$ cat src/rtl/param_wakeup_timer.sv
// param_wakeup_timer: enable-gated wakeup counter with a Gray-coded prescaler,
// one-shot / periodic compare, sticky wakeup and optional sticky overrun flag.
// Build option: define WAKEUP_OVF_EN to implement the overrun flag; otherwise
// the ovf port is tied to 0.
module param_wakeup_timer #(
    parameter int unsigned CNT_W = 20,
    parameter int unsigned PRS_W = 8
) (
    input  logic             clk,
    input  logic             clr_n,
    input  logic             en,
    input  logic             prs,
    input  logic [PRS_W-1:0] div,
    input  logic [CNT_W-1:0] cmp,
    input  logic             mode,
    input  logic             wakeup_ack,
    output logic [CNT_W-1:0] out,
    output logic             wakeup,
    output logic             ovf,
    output logic [1:0]       state
);

    typedef enum logic [1:0] {
        ST_IDLE = 2'd0,
        ST_RUN  = 2'd1,
        ST_DONE = 2'd2
    } state_t;

    state_t           r_state;
    state_t           w_state_nxt;
    logic [CNT_W-1:0] r_out;
    logic [CNT_W-1:0] w_out_nxt;
    logic [PRS_W-1:0] r_gc;
    logic [PRS_W-1:0] w_gc_nxt;
    logic             r_wakeup;
    logic             w_wakeup_nxt;

    logic [PRS_W-1:0] w_gc_bin;
    logic [PRS_W-1:0] w_gc_inc;
    logic [CNT_W-1:0] w_out_inc;
    logic             w_run_en;
    logic             w_prs_hit;
    logic             w_tick;
    logic             w_match;

    // Gray-to-binary decode of the prescaler register
    function automatic logic [PRS_W-1:0] gray2bin(input logic [PRS_W-1:0] g);
        logic [PRS_W-1:0] b;
        b[PRS_W-1] = g[PRS_W-1];
        for (int i = int'(PRS_W) - 2; i >= 0; i--) begin
            b[i] = b[i+1] ^ g[i];
        end
        return b;
    endfunction

    assign w_gc_bin  = gray2bin(r_gc);
    assign w_gc_inc  = w_gc_bin + PRS_W'(1);
    assign w_out_inc = r_out + CNT_W'(1);
    assign w_run_en  = (r_state == ST_RUN) && en;
    // >= (not ==) so a div lowered below the current count ticks at once
    assign w_prs_hit = (w_gc_bin >= div);
    assign w_tick    = w_run_en && (!prs || w_prs_hit);
    assign w_match   = w_tick && (w_out_inc == cmp);

    // Next-state, count, prescaler and wakeup logic
    always_comb begin
        w_state_nxt  = r_state;
        w_out_nxt    = r_out;
        w_gc_nxt     = r_gc;
        w_wakeup_nxt = r_wakeup;

        // match wins over a same-cycle ack
        if (w_match) begin
            w_wakeup_nxt = 1'b1;
        end else if (wakeup_ack) begin
            w_wakeup_nxt = 1'b0;
        end

        case (r_state)
            ST_IDLE: begin
                if (en) begin
                    w_state_nxt = ST_RUN;
                    w_out_nxt   = '0;
                    w_gc_nxt    = '0;
                end
            end
            ST_RUN: begin
                if (w_run_en) begin
                    if (!prs || w_prs_hit) begin
                        w_gc_nxt = '0;
                    end else begin
                        w_gc_nxt = w_gc_inc ^ (w_gc_inc >> 1);
                    end
                end
                if (w_match) begin
                    if (mode) begin
                        w_out_nxt = '0;
                    end else begin
                        w_out_nxt   = cmp;
                        w_state_nxt = ST_DONE;
                    end
                end else if (w_tick) begin
                    w_out_nxt = w_out_inc;
                end
            end
            ST_DONE: begin
                if (wakeup_ack) begin
                    w_state_nxt  = ST_IDLE;
                    w_out_nxt    = '0;
                    w_gc_nxt     = '0;
                    w_wakeup_nxt = 1'b0;
                end
            end
            default: begin
                w_state_nxt  = ST_IDLE;
                w_out_nxt    = '0;
                w_gc_nxt     = '0;
                w_wakeup_nxt = 1'b0;
            end
        endcase
    end

    // State, count, prescaler and wakeup registers
    always_ff @(posedge clk or negedge clr_n) begin
        if (!clr_n) begin
            r_state  <= ST_IDLE;
            r_out    <= '0;
            r_gc     <= '0;
            r_wakeup <= 1'b0;
        end else begin
            r_state  <= w_state_nxt;
            r_out    <= w_out_nxt;
            r_gc     <= w_gc_nxt;
            r_wakeup <= w_wakeup_nxt;
        end
    end

`ifdef WAKEUP_OVF_EN
    logic r_ovf;
    logic w_ovf_nxt;

    // Overrun: match while an unacknowledged wakeup is pending; cleared on DONE exit
    always_comb begin
        w_ovf_nxt = r_ovf;
        if ((r_state == ST_DONE) && wakeup_ack) begin
            w_ovf_nxt = 1'b0;
        end else if (w_match && r_wakeup && !wakeup_ack) begin
            w_ovf_nxt = 1'b1;
        end
    end

    // Overrun register
    always_ff @(posedge clk or negedge clr_n) begin
        if (!clr_n) begin
            r_ovf <= 1'b0;
        end else begin
            r_ovf <= w_ovf_nxt;
        end
    end

    assign ovf = r_ovf;
`else
    assign ovf = 1'b0;
`endif

    assign out    = r_out;
    assign wakeup = r_wakeup;
    assign state  = r_state;

endmodule

$ cat config.mk
export PLATFORM = sky130hd
export DESIGN_NAME = param_wakeup_timer
export DESIGN_NICKNAME = d
export VERILOG_FILES = /design/src/rtl/param_wakeup_timer.sv
export SDC_FILE = /design/constraint.sdc
export NUM_CORES = 1
export LEC_CHECK = 0
export CELL_PAD_IN_SITES_DETAIL_PLACEMENT = 1
export CELL_PAD_IN_SITES_GLOBAL_PLACEMENT = 1
export CORE_MARGIN = 2
export CORE_UTILIZATION = 32
export CTS_CLUSTER_DIAMETER = 50
export DETAILED_ROUTE_END_ITERATION = 12
export MAX_ROUTING_LAYER = met4
export PLACE_DENSITY_LB_ADDON = 0.2
export SLEW_MARGIN = 20
export SYNTH_ARGS = -nofsm -noshare
export SYNTH_HDL_FRONTEND = slang
export SYNTH_SLANG_ARGS = --single-unit
$ cat constraint.sdc
create_clock -name clk -period 8.42 [get_ports clk]
set_input_delay 1.263 -clock clk [delete_from_list [all_inputs] [get_ports clk]]
set_output_delay 1.263 -clock clk [all_outputs]
set_load 0.01 [all_outputs]
=== Yosys cells after proc, flatten, opt, wreduce, memory -nomap -nowiden ===
Cells that the tools add are included.

* Multiplexer cells: 20
* Add/subtract/negate cells: 2
* $lt $le $gt $ge: 1
* Bitwise gates (word level): 8
* Reductions and logical operators: 10
* Equality and inequality tests: 9

{| class="wikitable"
|+ Operators by type and width
! operator !! count
|-
| $mux W20 || 5
|-
| $pmux W20 S3 || 1
|-
| $mux W8 || 4
|-
| $pmux W8 S3 || 1
|-
| $add A20 B1 Y20 const B || 1
|-
| $eq A20 B20 Y1 || 1
|-
| $ne A2 B2 Y1 const B || 5
|-
| $add A8 B1 Y8 const B || 1
|-
| $ge A8 B8 Y1 || 1
|-
| $mux W2 || 4
|-
| $xor A8 B7 Y8 || 1
|-
| $xor A1 B1 Y1 || 7
|-
| $pmux W2 S3 || 1
|-
| $reduce_and A3 Y1 || 2
|-
| $reduce_and A4 Y1 || 1
|-
| $logic_and A1 B1 Y1 || 3
|-
| $mux W1 || 3
|-
| $ne A3 B3 Y1 const B || 1
|-
| $eq A2 B1 Y1 const B || 1
|-
| $eq A2 B2 Y1 const B || 1
|-
| $logic_not A2 Y1 || 1
|-
| $pmux W1 S2 || 1
|-
| $reduce_or A2 Y1 || 1
|-
| $logic_not A1 Y1 || 1
|-
| $logic_or A1 B1 Y1 || 1
|}

* Output and inout bits: 24
* Flip-flop bits (word level): 31

=== Longest topological paths before layout ===
Gate-level depths: netlist (run 1).

* Word-level depth: 14
* Depth in mapped cells: 22
* Gate-level depth less buffers: 21

=== Worst setup path before layout (run 1) ===
OpenSTA, ideal clock, no wires.

* Kind: reg-to-reg
* From: register r_gc[7]
* To: register r_out[10] (netlist: out[10])
* Cell stages (with the launch flop): 23
* Setup slack: 3984 ps
* Data arrival time: 4315 ps
* Period minus slack after synthesis: 4436 ps
* Library setup time: 121 ps
* Cells stage by stage: dfrtp_1 xor2_1 ha_1 inv_1 ha_1 inv_1 ha_1 inv_1 ha_1 inv_1 ha_1 inv_1 ha_1 ha_1 nand2b_1 a21o_1 a211oi_1 o211ai_1 nand2_1 clkbuf_1 nor3_1 xor2_1 a22o_1

* Cells in the longest elaborated chain, start to end: 13
* Elaborated cells on any way between the ends: 15

{| class="wikitable"
|+ Ends and longest elaborated chain
! item !! line !! source
|-
| start, declared || 33 || <nowiki>logic [PRS_W-1:0] r_gc;</nowiki>
|-
| start signal, assigned || 133 || <nowiki>r_gc <= w_gc_nxt;</nowiki>
|-
| $xor A1 B1 Y1 (7 in series) || 51 || <nowiki>b[i] = b[i+1] ^ g[i];</nowiki>
|-
| $ge A8 B8 Y1 (*) || 61 || <nowiki>assign w_prs_hit = (w_gc_bin >= div);</nowiki>
|-
| $logic_or A1 B1 Y1 (*) || 62 || <nowiki>assign w_tick = w_run_en && (!prs || w_prs_hit);</nowiki>
|-
| $logic_and A1 B1 Y1 (*) || 62 ||
|-
| $logic_and A1 B1 Y1 || 63 || <nowiki>assign w_match = w_tick && (w_out_inc == cmp);</nowiki>
|-
| $ne A3 B3 Y1 (no line) / $mux W20 (equally long branches) || n/a ||
|-
| $reduce_and A3 Y1 (no line) / $pmux W20 S3 (equally long branches) || n/a ||
|-
| end signal, assigned || 132 || <nowiki>r_out <= w_out_nxt;</nowiki>
|-
| end, declared || 31 || <nowiki>logic [CNT_W-1:0] r_out;</nowiki>
|}

Every way passes the cells marked *; elsewhere a longest branch is shown, timed or not.
A chain may end at the register's enable or synchronous reset.

=== Worst setup path in the final report (run 1) ===
* From: register r_gc[7]
* To: register r_out[14] (netlist: out[14])

Same word-level chain as after synthesis.

==> flow_summary.yaml, run 1 <==
run_status:
  status: "finished clean"
clock_network:
  cts_resized: 0
  post_cts_buffers: 0
  cts_root_buf: "clkbuf_8"
  htreeDepth: 2
  cts_buffer_depth: 2
  cts_sinks: 31
  clk_latency_ns: 0.29
  numCtsBuffers: 5
  clk_pin_slew_worst_paths_ns: 0.07
  cts_tree: "built"
  holdBufCountCts: 0
timing:
  drv_slew: 0
  max_slew_margin_pct: 47.8
  fin_skew_ns: 0.00657
  worst_slew_pin_slew_ns: 0.779
  fin_crit_sh_pct: 62.2
  layout_min_cycle_time_ns: 5.24
  rsz0062_at_grt: "no"
  finalSetupViolCount: 0
  hold_viol_final: 0
  fmaxAchievable_ghz: 0.191
  fin_setup_tns_ns: 0
power:
  total_power_uw: 660
  power.density_nw_per_um2: 189
  irDropWorstVdd_mv: 0.113
  leakage_nw: 1.51
placed_design:
  gp_congestion: 0.916
  portBuffers: 56
  dpl.hpwl_mm: 6.24
layout:
  nets: 417
  area.growth.synth_to_final_pct: 24.6
  drive_gt1_share_pct: 3.80
  diodes: 0
floorplan:
  num_rows: 34
  dieArea_sq_um: 9520
  start_util_pct: 32.6
  die_h_um: 97.6
  num_io_pins: 58
  coreArea_sq_um: 8590
  fp.dieW_um: 97.6
detailed_routing:
  drc: 0
  postRouteAntennaNets: 0
  detail_route.wl_per_cell_um: 16.9
  routed_wl_mm: 8.05
  drt_iter0_drc: 66
  vias_per_cell: 5.34
  drtPass1Iterations: 4
  via_count: 2544
critical_path:
  worst_path_most_repeated_cell: "ha_1"
  worstPathCellList: "xor2_1 -> ha_1 -> inv_1 -> ha_1 -> inv_1 -> ha_1 -> inv_1 -> ha_1 -> inv_1 -> ha_1 -> inv_1 -> ha_1 -> ha_1 -> nand2b_1 -> a21o_1 -> a211oi_1 -> o211ai_1 -> nand2_1 -> o21ba_1 -> a22o_1"
  cpPeakStageDelay_ns: 0.67
  worstPathMaxFanout: 17
  cp_top_family: "adder cells"
  cp.required_ns: 8.64
  start_kind: "flip-flop"
  crit_buf_inv: 5
  cp-end-kind: "flip-flop"
  arrival_ns: 5.46
  cp_slowest_cell: "o21ba_1"
  worst-setup-path-type: "flip-flop to flip-flop"
global_route:
  grt_first_pass_wirelength_mm: 13.7
  track_usage_pct: 18.0
  grt_start_max_net_pins: 32
  grt_pass1_vias: 2640
  grt-ovfl-total: 0
  antenna_found_initial: 0
synth:
  ys.flop_type: "dfrtp_1"
  netlist_instances: 323
  ys_ff_latch: 31
  syn_area_sq_um: 2800
  synth_edf_count: 0
  synth_nets: 372
  yosysWarnings: 0
  syn_avg_cell_area_sq_um: 8.67
  synth_seq_area_share_pct: 27.7
  synth.distinct_cells: 52
  synthArstFlopShare_pct: 100
hold_path:
  min_path_type: "flip-flop to flip-flop"
flow_run:
  drv_cap: 0
-- cell type report --
type	instances	area [sq um]
clock inverters	1	5.00
clock buffers	6	82.6
repair buffers	58	576
well taps	108	135
inverters	23	86.3
fillers	1026	5100
multi-input cells	249	1830
flip-flops and latches	31	776
-- cells by family after synthesis --
group / share of synthesized area [%]
AND/OR/NAND/NOR: 21.8
AO/OA/AOI/OAI: 18.7
XOR/XNOR: 16.9
buffers and inverters: 6.97
flip-flops: 27.7
adder cells (fa/ha/maj): 6.70
multiplexers: 1.07
other: 0.134
-- worst paths after layout --
check                                      end  slack (ns)           startpoint  cells past startpoint
max in group asynchronous  out[10]$_DFFE_PN0P_        6.74                clr_n                      2
setup / recovery           out[14]$_DFFE_PN0P_        3.18  r_gc[7]$_DFFE_PN0P_                     20
hold / removal             r_gc[4]$_DFFE_PN0P_        0.52  r_gc[4]$_DFFE_PN0P_                      1
hold reg to reg            r_gc[4]$_DFFE_PN0P_        0.52  r_gc[4]$_DFFE_PN0P_                      1
min in group asynchronous  r_gc[3]$_DFFE_PN0P_        1.37                clr_n                      2
setup reg to reg           out[14]$_DFFE_PN0P_        3.18  r_gc[7]$_DFFE_PN0P_                     20
-- through the flow --
| stage | setup slack (ns) | hold slack, ns | utilization (%) | instance area, sq um | cells |
|---|---|---|---|---|---|
| 4_1_cts | 3.13 | 0.526 | 40.6 | 3490 | 476 |
| 3_5_place_dp | 3.16 | 0.509 | 39.6 | 3400 | 469 |
| 3_3_place_gp | 3.43 | 0.490 | 39.6 | 3400 | 469 |
| 5_1_grt | 2.73 | 0.536 | 40.6 | 3490 | 476 |
| 2_1_floorplan | 3.98 | 0.473 | - | 2800 | 323 |
| 6_report | 3.18 | 0.518 | 40.6 | 3490 | 476 |
-- where the power goes --
part           internal (mW)  switching [mW]
Sequential             0.171          0.0393
Combinational          0.164           0.164
Clock                 0.0641          0.0580
-- Yosys cell counts (all sizes together), types with 2 or more instances --
cell type / instances / share of area (%)
xnor2: 35 / 11
dfrtp: 31 / 28
a22o: 24 / 7.5
inv: 23 / 3.1
xor2: 19 / 5.9
nand2: 18 / 2.4
nand3: 17 / 3.0
nor2: 16 / 2.1
buf: 15 / 3.2
ha: 15 / 6.7
a21oi: 9 / 1.6
nand4: 8 / 2.5
nor2b: 7 / 1.6
nor3: 7 / 1.4
and4: 6 / 1.9
o21ai: 6 / 1.1
a21o: 5 / 1.3
a31oi: 5 / 1.1
clkbuf: 5 / 0.67
nand2b: 5 / 1.1
nor4: 5 / 1.3
and3: 4 / 0.89
nor3b: 4 / 1.1
a211oi: 3 / 0.80
and2: 3 / 0.67
mux2i: 3 / 1.1
or3: 3 / 0.67
nand3b: 2 / 0.54
o311ai: 2 / 0.63
o41ai: 2 / 0.63
-- cells in the final DEF, fill, tap and decap left out, drive strengths merged, types with 6 or more instances in the layout --
cell            n
and4            6
nor2b           7
nand2          18
clkdlybuf4s50  56
nand4           8
inv            23
ha             15
clkbuf          6
a22o           24
xnor2          35
nor2           16
xor2           19
nand3          17
dfrtp          31
nor3            7
a21oi           9
o21ai           6
-- state kept, by name, summed over array words and instances (netlist names) --
name and flops:
out 20, r_gc 8, state 2, wakeup 1
-- per-layer routing --
metal	part of all wire, %	vias to the layer above	track usage (%)
met5	0	-	-
met4	0.87	0	4.59
met3	2.5	11	2.73
met2	47	43	27.6
met1	50	1245	25.1
li1	-	1245	-
No activity file was read; power rests on OpenSTA's default activity.
==> run 2: changes to the inputs <==
==> constraint.sdc (replaced) <==
create_clock -name clk -period 4.45 [get_ports clk]
set_input_delay 0.6675 -clock clk [delete_from_list [all_inputs] [get_ports clk]]
set_output_delay 0.6675 -clock clk [all_outputs]
set_load 0.01 [all_outputs]
==> run 2 against run 1 <==
  * Non-clock buffer count is 17 higher
  * Hold slack lost 0.0068 ns
  * Global-route usage increased by 0.40 points
==> flow_summary.yaml, run 2 (synthesis gave the netlist of run 1 again) <==
detailed_routing:
  postRouteAntennaNets: 0
  via_count: 2623
  vias_per_cell: 5.31
  routed_wl_mm: 8.26
  detail_route.wl_per_cell_um: 16.7
  drc: 0
  drtPass1Iterations: 4
  drt_iter0_drc: 79
hold_path:
  holdPathStages: 1
  min_path_type: "flip-flop to flip-flop"
global_route:
  grt-ovfl-total: 0
  track_usage_pct: 18.4
  antenna_found_initial: 0
  grt_first_pass_wirelength_mm: 13.8
  grt_start_max_net_pins: 32
  grt_pass1_vias: 2764
floorplan:
  start_util_pct: 32.6
  num_io_pins: 58
  coreArea_sq_um: 8590
  die_h_um: 97.6
  dieArea_sq_um: 9520
  fp.dieW_um: 97.6
  num_rows: 34
critical_path:
  worst-setup-path-type: "flip-flop to flip-flop"
  worstPathMaxFanout: 6
  cp-end-kind: "flip-flop"
  worstPathCellList: "xor2_1 -> ha_1 -> inv_1 -> ha_1 -> inv_1 -> ha_4 -> inv_1 -> ha_4 -> inv_2 -> ha_4 -> inv_2 -> ha_4 -> ha_1 -> nand2b_1 -> a21o_1 -> a211oi_2 -> o211ai_1 -> nand2_2 -> buf_6 -> nor3_2 -> xor2_1 -> a22o_1"
  cp_slowest_cell: "dfrtp_1"
  arrival_ns: 4.35
  cp.required_ns: 4.62
  start_kind: "flip-flop"
  cp_top_family: "adder cells"
  crit_cells: 22
  worst_r2r_path_depth: 22
  crit_buf_inv: 6
  cpPeakStageDelay_ns: 0.39
  worst_path_most_repeated_cell: "ha_4"
power:
  total_power_mw: 1.51
  leakage_nw: 1.63
  irDropWorstVdd_mv: 0.194
  power.density_nw_per_um2: 399
layout:
  area.growth.synth_to_final_pct: 34.6
  largest_register_ffs: 20
  layoutNonFillerInstCount: 494
  diodes: 0
  drive_gt1_share_pct: 11.1
  final_common_cell: "clkdlybuf4s50_1"
  final_cell_mix: "clkdlybuf4s50_1 (56), xnor2_1 (35), dfrtp_1 (31), a22o_1 (24), inv_1 (21)"
  nets: 434
placed_design:
  dpl.hpwl_mm: 6.27
  dp_slack_ns: -0.276
  gp_congestion: 0.865
  dp_cells: 481
  portBuffers: 56
clock_network:
  holdBufCountCts: 0
  numCtsBuffers: 5
  cts_buffer_depth: 2
  cts_sinks: 31
  cts_root_buf: "clkbuf_8"
  clk_latency_ns: 0.29
  cts_tree: "built"
  htreeDepth: 2
  clk_pin_slew_worst_paths_ns: 0.07
timing:
  layout_min_cycle_time_ns: 4.17
  max_slew_margin_pct: 56.1
  finalSetupViolCount: 0
  fin_ws_ns: 0.275
  worst_slew_pin_slew_ns: 0.654
  fmaxAchievable_ghz: 0.240
  whs_ns: 0.511
  rsz0062_at_grt: "no"
  fin_crit_sh_pct: 93.8
  hold_viol_final: 0
  fin_skew_ns: 0.00663
  drv_slew: 0
run_status:
  status: "finished clean"
flow_run:
  drv_cap: 0
## run 2: through the flow
| step | util [%] | area [sq um] | TNS, ns |
|---|---|---|---|
| after global placement | 40.8 | 3510 | -0.568 |
| after CTS | 42.9 | 3690 | 0 |
| final | 43.9 | 3770 | 0 |
| after global routing | 43.9 | 3770 | 0 |
| after floorplan | - | 2800 | 0 |
| after detailed placement | 40.8 | 3510 | -4.52 |
## run 2: what timing repair did
action,CTS,global route
gates cloned,1,0
endpoints found under the setup margin,22,30
buffers inserted,3,1
endpoints found under the hold margin,0,0
pin swaps,2,3
gates resized for setup,6,13
## run 2: cell type report
cell class	count	area, sq um
fillers	1017	4820
flip-flops and latches	31	776
repair buffers	75	727
clock buffers	6	72.6
multi-input cells	249	1910
well taps	108	135
inverters	23	86.3
clock inverters	2	60.1
## run 2: layer usage
metal	vias up	global-route usage, %	wire length, um
li1	1281	-	-
met1	1290	24.8	3970
met2	45	29.7	3960
met3	7	2.23	271
met4	0	4.59	65
met5	-	-	0
## run 2: power breakdown
part           switching (mW)  internal, mW  total [mW]
logic                   0.349         0.420       0.769
registers              0.0742         0.323       0.398
clock network           0.115         0.224       0.339
## run 2: worst register-to-register path: stages (launching register included)
cell and delay [ns]:
dfrtp_1 0.39, xor2_1 0.18, ha_1 0.28, inv_1 0.05, ha_1 0.26, inv_1 0.07, ha_4 0.27, inv_1 0.07
ha_4 0.28, inv_2 0.05, ha_4 0.27, inv_2 0.05, ha_4 0.26, ha_1 0.21, nand2b_1 0.14, a21o_1 0.16
a211oi_2 0.20, o211ai_1 0.16, nand2_2 0.15, buf_6 0.16, nor3_2 0.06, xor2_1 0.14, a22o_1 0.23
## run 2: path summary, 6_finish.rpt
kind	startpoint	end	slack, ns
max	r_gc[6]$_DFFE_PN0P_	out[14]$_DFFE_PN0P_	0.28
min	r_gc[2]$_DFFE_PN0P_	r_gc[2]$_DFFE_PN0P_	0.51
max reg2reg	r_gc[6]$_DFFE_PN0P_	out[14]$_DFFE_PN0P_	0.28
min reg2reg	r_gc[2]$_DFFE_PN0P_	r_gc[2]$_DFFE_PN0P_	0.51
max in group asynchronous	clr_n	out[10]$_DFFE_PN0P_	3.36
min in group asynchronous	clr_n	r_gc[7]$_DFFE_PN0P_	0.78
==> run 3: changes to the inputs <==
--- a/config.mk
+++ b/config.mk
@@ -13,6 +13,7 @@
 export DETAILED_ROUTE_END_ITERATION = 12
 export MAX_ROUTING_LAYER = met4
 export PLACE_DENSITY_LB_ADDON = 0.2
+export SETUP_SLACK_MARGIN = 0.4
 export SLEW_MARGIN = 20
 export SYNTH_ARGS = -nofsm -noshare
 export SYNTH_HDL_FRONTEND = slang
==> run 3 against run 2 <==
  * Critical path depth did not move
  * Worst setup slack got worse by 0.0054 ns
  * Sequential power barely moved
==> flow_summary.yaml, run 3 (synthesis gave the netlist of run 1 again) <==
layout:
  final_common_cell: "clkdlybuf4s50_1"
  fin_area_sq_um: 3920
  largest_register_ffs: 20
  nets: 438
  n_fill_cell: 991
  area.growth.synth_to_final_pct: 39.9
  diodes: 0
  final_cell_mix: "clkdlybuf4s50_1 (56), xnor2_1 (35), dfrtp_1 (31), a22o_1 (24)"
  drive_gt1_share_pct: 15.9
global_route:
  grt-ovfl-total: 0
  grt_start_max_net_pins: 32
  track_usage_pct: 19.2
  antenna_found_initial: 0
  grt_first_pass_wirelength_mm: 14.4
  grt_pass1_vias: 2763
detailed_routing:
  drtPass1Iterations: 4
  drc: 0
  postRouteAntennaNets: 0
  vias_per_cell: 5.37
  via_count: 2676
  detail_route.wl_per_cell_um: 17.4
  routed_wl_mm: 8.68
  drt_iter0_drc: 71
clock_network:
  cts_root_buf: "clkbuf_8"
  holdBufCountCts: 0
  htreeDepth: 2
  clk_latency_ns: 0.29
  cts_buffer_depth: 2
  cts_sinks: 31
  clk_pin_slew_worst_paths_ns: 0.07
  cts_tree: "built"
  numCtsBuffers: 5
floorplan:
  num_rows: 34
  dieArea_sq_um: 9520
  num_io_pins: 58
  die_h_um: 97.6
  start_util_pct: 32.6
  coreArea_sq_um: 8590
  fp.dieW_um: 97.6
placed_design:
  gp_congestion: 0.875
  dpl.hpwl_mm: 6.44
  placed_cell_area_sq_um: 3630
  portBuffers: 56
power:
  leakage_nw: 1.70
  total_power_mw: 1.61
  power.density_nw_per_um2: 411
  irDropWorstVdd_mv: 0.428
critical_path:
  r2r_start: "r_gc[6]$_DFFE_PN0P_"
  cp-end-kind: "flip-flop"
  cp.required_ns: 4.63
  arrival_ns: 4.36
  worstPathMaxFanout: 8
  start_kind: "flip-flop"
  startpoint: "r_gc[6]$_DFFE_PN0P_"
  worst-setup-path-type: "flip-flop to flip-flop"
timing:
  drv_slew: 0
  worst_slew_pin_slew_ns: 0.682
  hold_viol_final: 0
  whs_ns: 0.515
  rsz0062_at_grt: "yes"
  layout_min_cycle_time_ns: 4.18
  max_slew_margin_pct: 54.2
  fin_crit_sh_pct: 93.9
  finalSetupViolCount: 0
  fin_skew_ns: 0.00726
  fmaxAchievable_ghz: 0.239
hold_path:
  min_path_type: "flip-flop to flip-flop"
  hp-start: "r_gc[2]$_DFFE_PN0P_"
run_status:
  status: "finished clean"
flow_run:
  drv_cap: 0
[run 3: cell count changes in the layout (fill, tap and decap cells not counted), sizes merged]
cell	previous run	this run
buf	19	22
bufinv	2	1
clkbuf	6	7
clkinv	0	1
[run 3: path summary, 6_finish.rpt]
| kind | to | slack, ns | cells after the start |
|---|---|---|---|
| max | out[6]$_DFFE_PN0P_ | 0.27 | 22 |
| min | r_gc[2]$_DFFE_PN0P_ | 0.51 | 1 |
| max reg2reg | out[6]$_DFFE_PN0P_ | 0.27 | 22 |
| min reg2reg | r_gc[2]$_DFFE_PN0P_ | 0.51 | 1 |
| max in group asynchronous | out[7]$_DFFE_PN0P_ | 3.36 | 2 |
| min in group asynchronous | out[10]$_DFFE_PN0P_ | 0.78 | 2 |
[run 3: power breakdown]
part	internal, mW	switching [mW]
Combinational	0.513	0.396
Clock	0.181	0.120
Sequential	0.323	0.0756
[run 3: repair_timing]
| item | 4_1_cts | 5_1_grt |
|---|---|---|
| pin swaps | 2 | 13 |
| gates resized for setup | 10 | 3 |
| setup endpoints to repair | 23 | 24 |
| setup buffers | 8 | 1 |
| gates cloned | 0 | 1 |
[run 3: critical path, cell delays in order, from the launching register on]
cell	delay, ns
dfrtp_1	0.41
xor2_2	0.19
ha_1	0.29
inv_2	0.05
ha_4	0.26
inv_4	0.03
ha_4	0.26
inv_4	0.04
ha_4	0.26
inv_4	0.04
ha_4	0.26
inv_4	0.04
ha_4	0.24
ha_4	0.25
nand2b_4	0.10
a21o_1	0.12
a211oi_2	0.07
o211ai_1	0.26
nand2_2	0.14
buf_12	0.17
o21ba_4	0.22
clkbuf_16	0.17
a22o_1	0.19
[run 3: per-layer routing]
metal,global-route usage (%),up-vias,wire length (um),part of all wire [%]
met3,3.24,7,291,3.4
met1,23.7,1330,3910,45
met5,-,-,0,0
met2,32.7,52,4360,50
li1,-,1287,-,-
met4,5.13,0,122,1.4
[run 3: final cells by class]
cell class              instances  area, sq um  share of cell area [%]
multi-input cells             249         1990                    50.7
repair buffers                 79          808                    20.6
flip-flops and latches         31          776                    19.8
well taps                     108          135                    3.45
inverters                      23         96.3                    2.46
clock buffers                   6         82.6                    2.11
clock inverters                 2         35.0                   0.894
[run 3: per-stage QoR]
stage	cells	util (%)	TNS, ns	setup slack [ns]
after floorplan	323	-	0	0.419
after detailed placement	480	42.3	-3.24	-0.297
after global placement	480	42.3	-0.923	-0.117
after CTS	496	44.9	0	0.269
after global routing	498	45.6	0	0.118
final	498	45.6	0	0.270
==> variant: new RTL, settings of run 2 <==
The option `WAKEUP_OVF_EN` is turned on by a define.
--- a/src/rtl/param_wakeup_timer.sv
+++ b/src/rtl/param_wakeup_timer.sv
@@ -2,6 +2,8 @@
 // one-shot / periodic compare, sticky wakeup and optional sticky overrun flag.
 // Build option: define WAKEUP_OVF_EN to implement the overrun flag; otherwise
 // the ovf port is tied to 0.
+`define WAKEUP_OVF_EN
+
 module param_wakeup_timer #(
     parameter int unsigned CNT_W = 20,
     parameter int unsigned PRS_W = 8
Function: changed (Yosys sat finds a counterexample within 4 cycles, from zero or initial values).
==> variant against run 2 <==
Count of clock-buffer cells in the layout rose by 1; routed wire length rose by 15%; sequential cell count rose by 1; synthesized area rose by 10%; design area rose by 5.5%; non-clock buffer count fell by 3; critical path type unchanged; worst setup slack got worse by 0.086 ns; largest cell class unchanged; clock power fell by 5.9%; sequential power fell by 6.0%; total power rose by 2.2%.
==> variant: results <==
export IMPL_status="completed"
export IMPL_fin_cells=555
export IMPL_post_dp_hpwl_um=7048
export IMPL_synth_compound_area_share_pct=16.19
export IMPL_power_leakage_nw=1.614
export IMPL_pwr_share_clk_pct=20.7
export IMPL_synth_distinct_cells=60
export IMPL_worstMarginPinSlew_ns=0.7673
export IMPL_n_clock_buffer=7
export IMPL_cp_max_fo=6
export IMPL_io_buffers=57
export IMPL_switchingPower_mw=0.5983
export IMPL_dp_slack_ns=-0.1182
export IMPL_drtIter0Drc=78
export IMPL_viasPerCell=5.157
export IMPL_fill_cells=1113
export IMPL_multi_input_area_share_pct=52.23
export IMPL_gr_usage_met3_pct=2.531
export IMPL_ir_worst_vdd_mv=0.2102
export IMPL_seq_area_frac_synth_pct=25.90
export IMPL_skew_ns=0.008800
export IMPL_synth_xor_area_share_pct=13.76
export IMPL_placed_area_um2=3741
export IMPL_synth_fa_ha_area_share_pct=6.070
export IMPL_n_all_buffers=72
export IMPL_drive_gt1_share_pct=14.32
export IMPL_synth_area_leaders="dfrtp_1 (26%), xnor2_1 (6.8%), ha_1 (6.1%), nand2_1 (5.8%), xor2_1 (5.7%)"
export IMPL_power_total_mw=1.538
export IMPL_met3_length_um=257
export IMPL_seq_share_pct=20.14
export IMPL_critPathTopFamily="adder cells"
export IMPL_powerDensity_nw_per_um2=386.9
export IMPL_route_met2_wl_um=4401
export IMPL_syn_inst=363
export IMPL_cts_setup_buffers=0
export IMPL_num_rows=35
export IMPL_placed_cells=543
export IMPL_muxShareOfSynthArea_pct=2.711
export IMPL_routed_wl_um=9474
export IMPL_grt_max_degree=33
export IMPL_grt_pass1_vias=2992
export IMPL_nMultiInputCombCells=284
export IMPL_syn_nets=412
export IMPL_cts_resized=4
export IMPL_ys_ff_latch=32
export IMPL_yosys_top_cells_count="nand2_1 (48), dfrtp_1 (32), inv_1 (30)"
export IMPL_powerSeq_mw=0.374
export IMPL_arrival_ns=4.43
export IMPL_antenna_diode_count=0
export IMPL_globalRouteMet2Util_pct=30.16
export IMPL_final_nonclk_buf_share_pct=17.56
variant: cell count changes in the layout (fill, tap and decap cells not counted), moves of 5 or more:
cell / run 2 / this run
o22ai_1: 0 / 6
a21oi_1: 9 / 4
nand2_1: 17 / 48
xnor2_1: 35 / 24
nor3_1: 4 / 12
a22o_1: 24 / 0
o211ai_1: 1 / 10
and4_1: 6 / 0
inv_1: 21 / 27
o211ai_2: 0 / 5
nand3_1: 17 / 7
o21ai_0: 5 / 24
o21a_1: 0 / 5
variant: final timing paths:
| kind | slack, ns | from | cells past startpoint | endpoint |
|---|---|---|---|---|
| max | 0.19 | r_gc[6] | 22 | out[7] |
| min | 0.49 | ovf | 1 | ovf |
| max reg2reg | 0.19 | r_gc[6] | 22 | out[7] |
| min reg2reg | 0.49 | ovf | 1 | ovf |
| max in group asynchronous | 3.34 | clr_n | 2 | out[2] |
| min in group asynchronous | 0.79 | clr_n | 2 | out[18] |
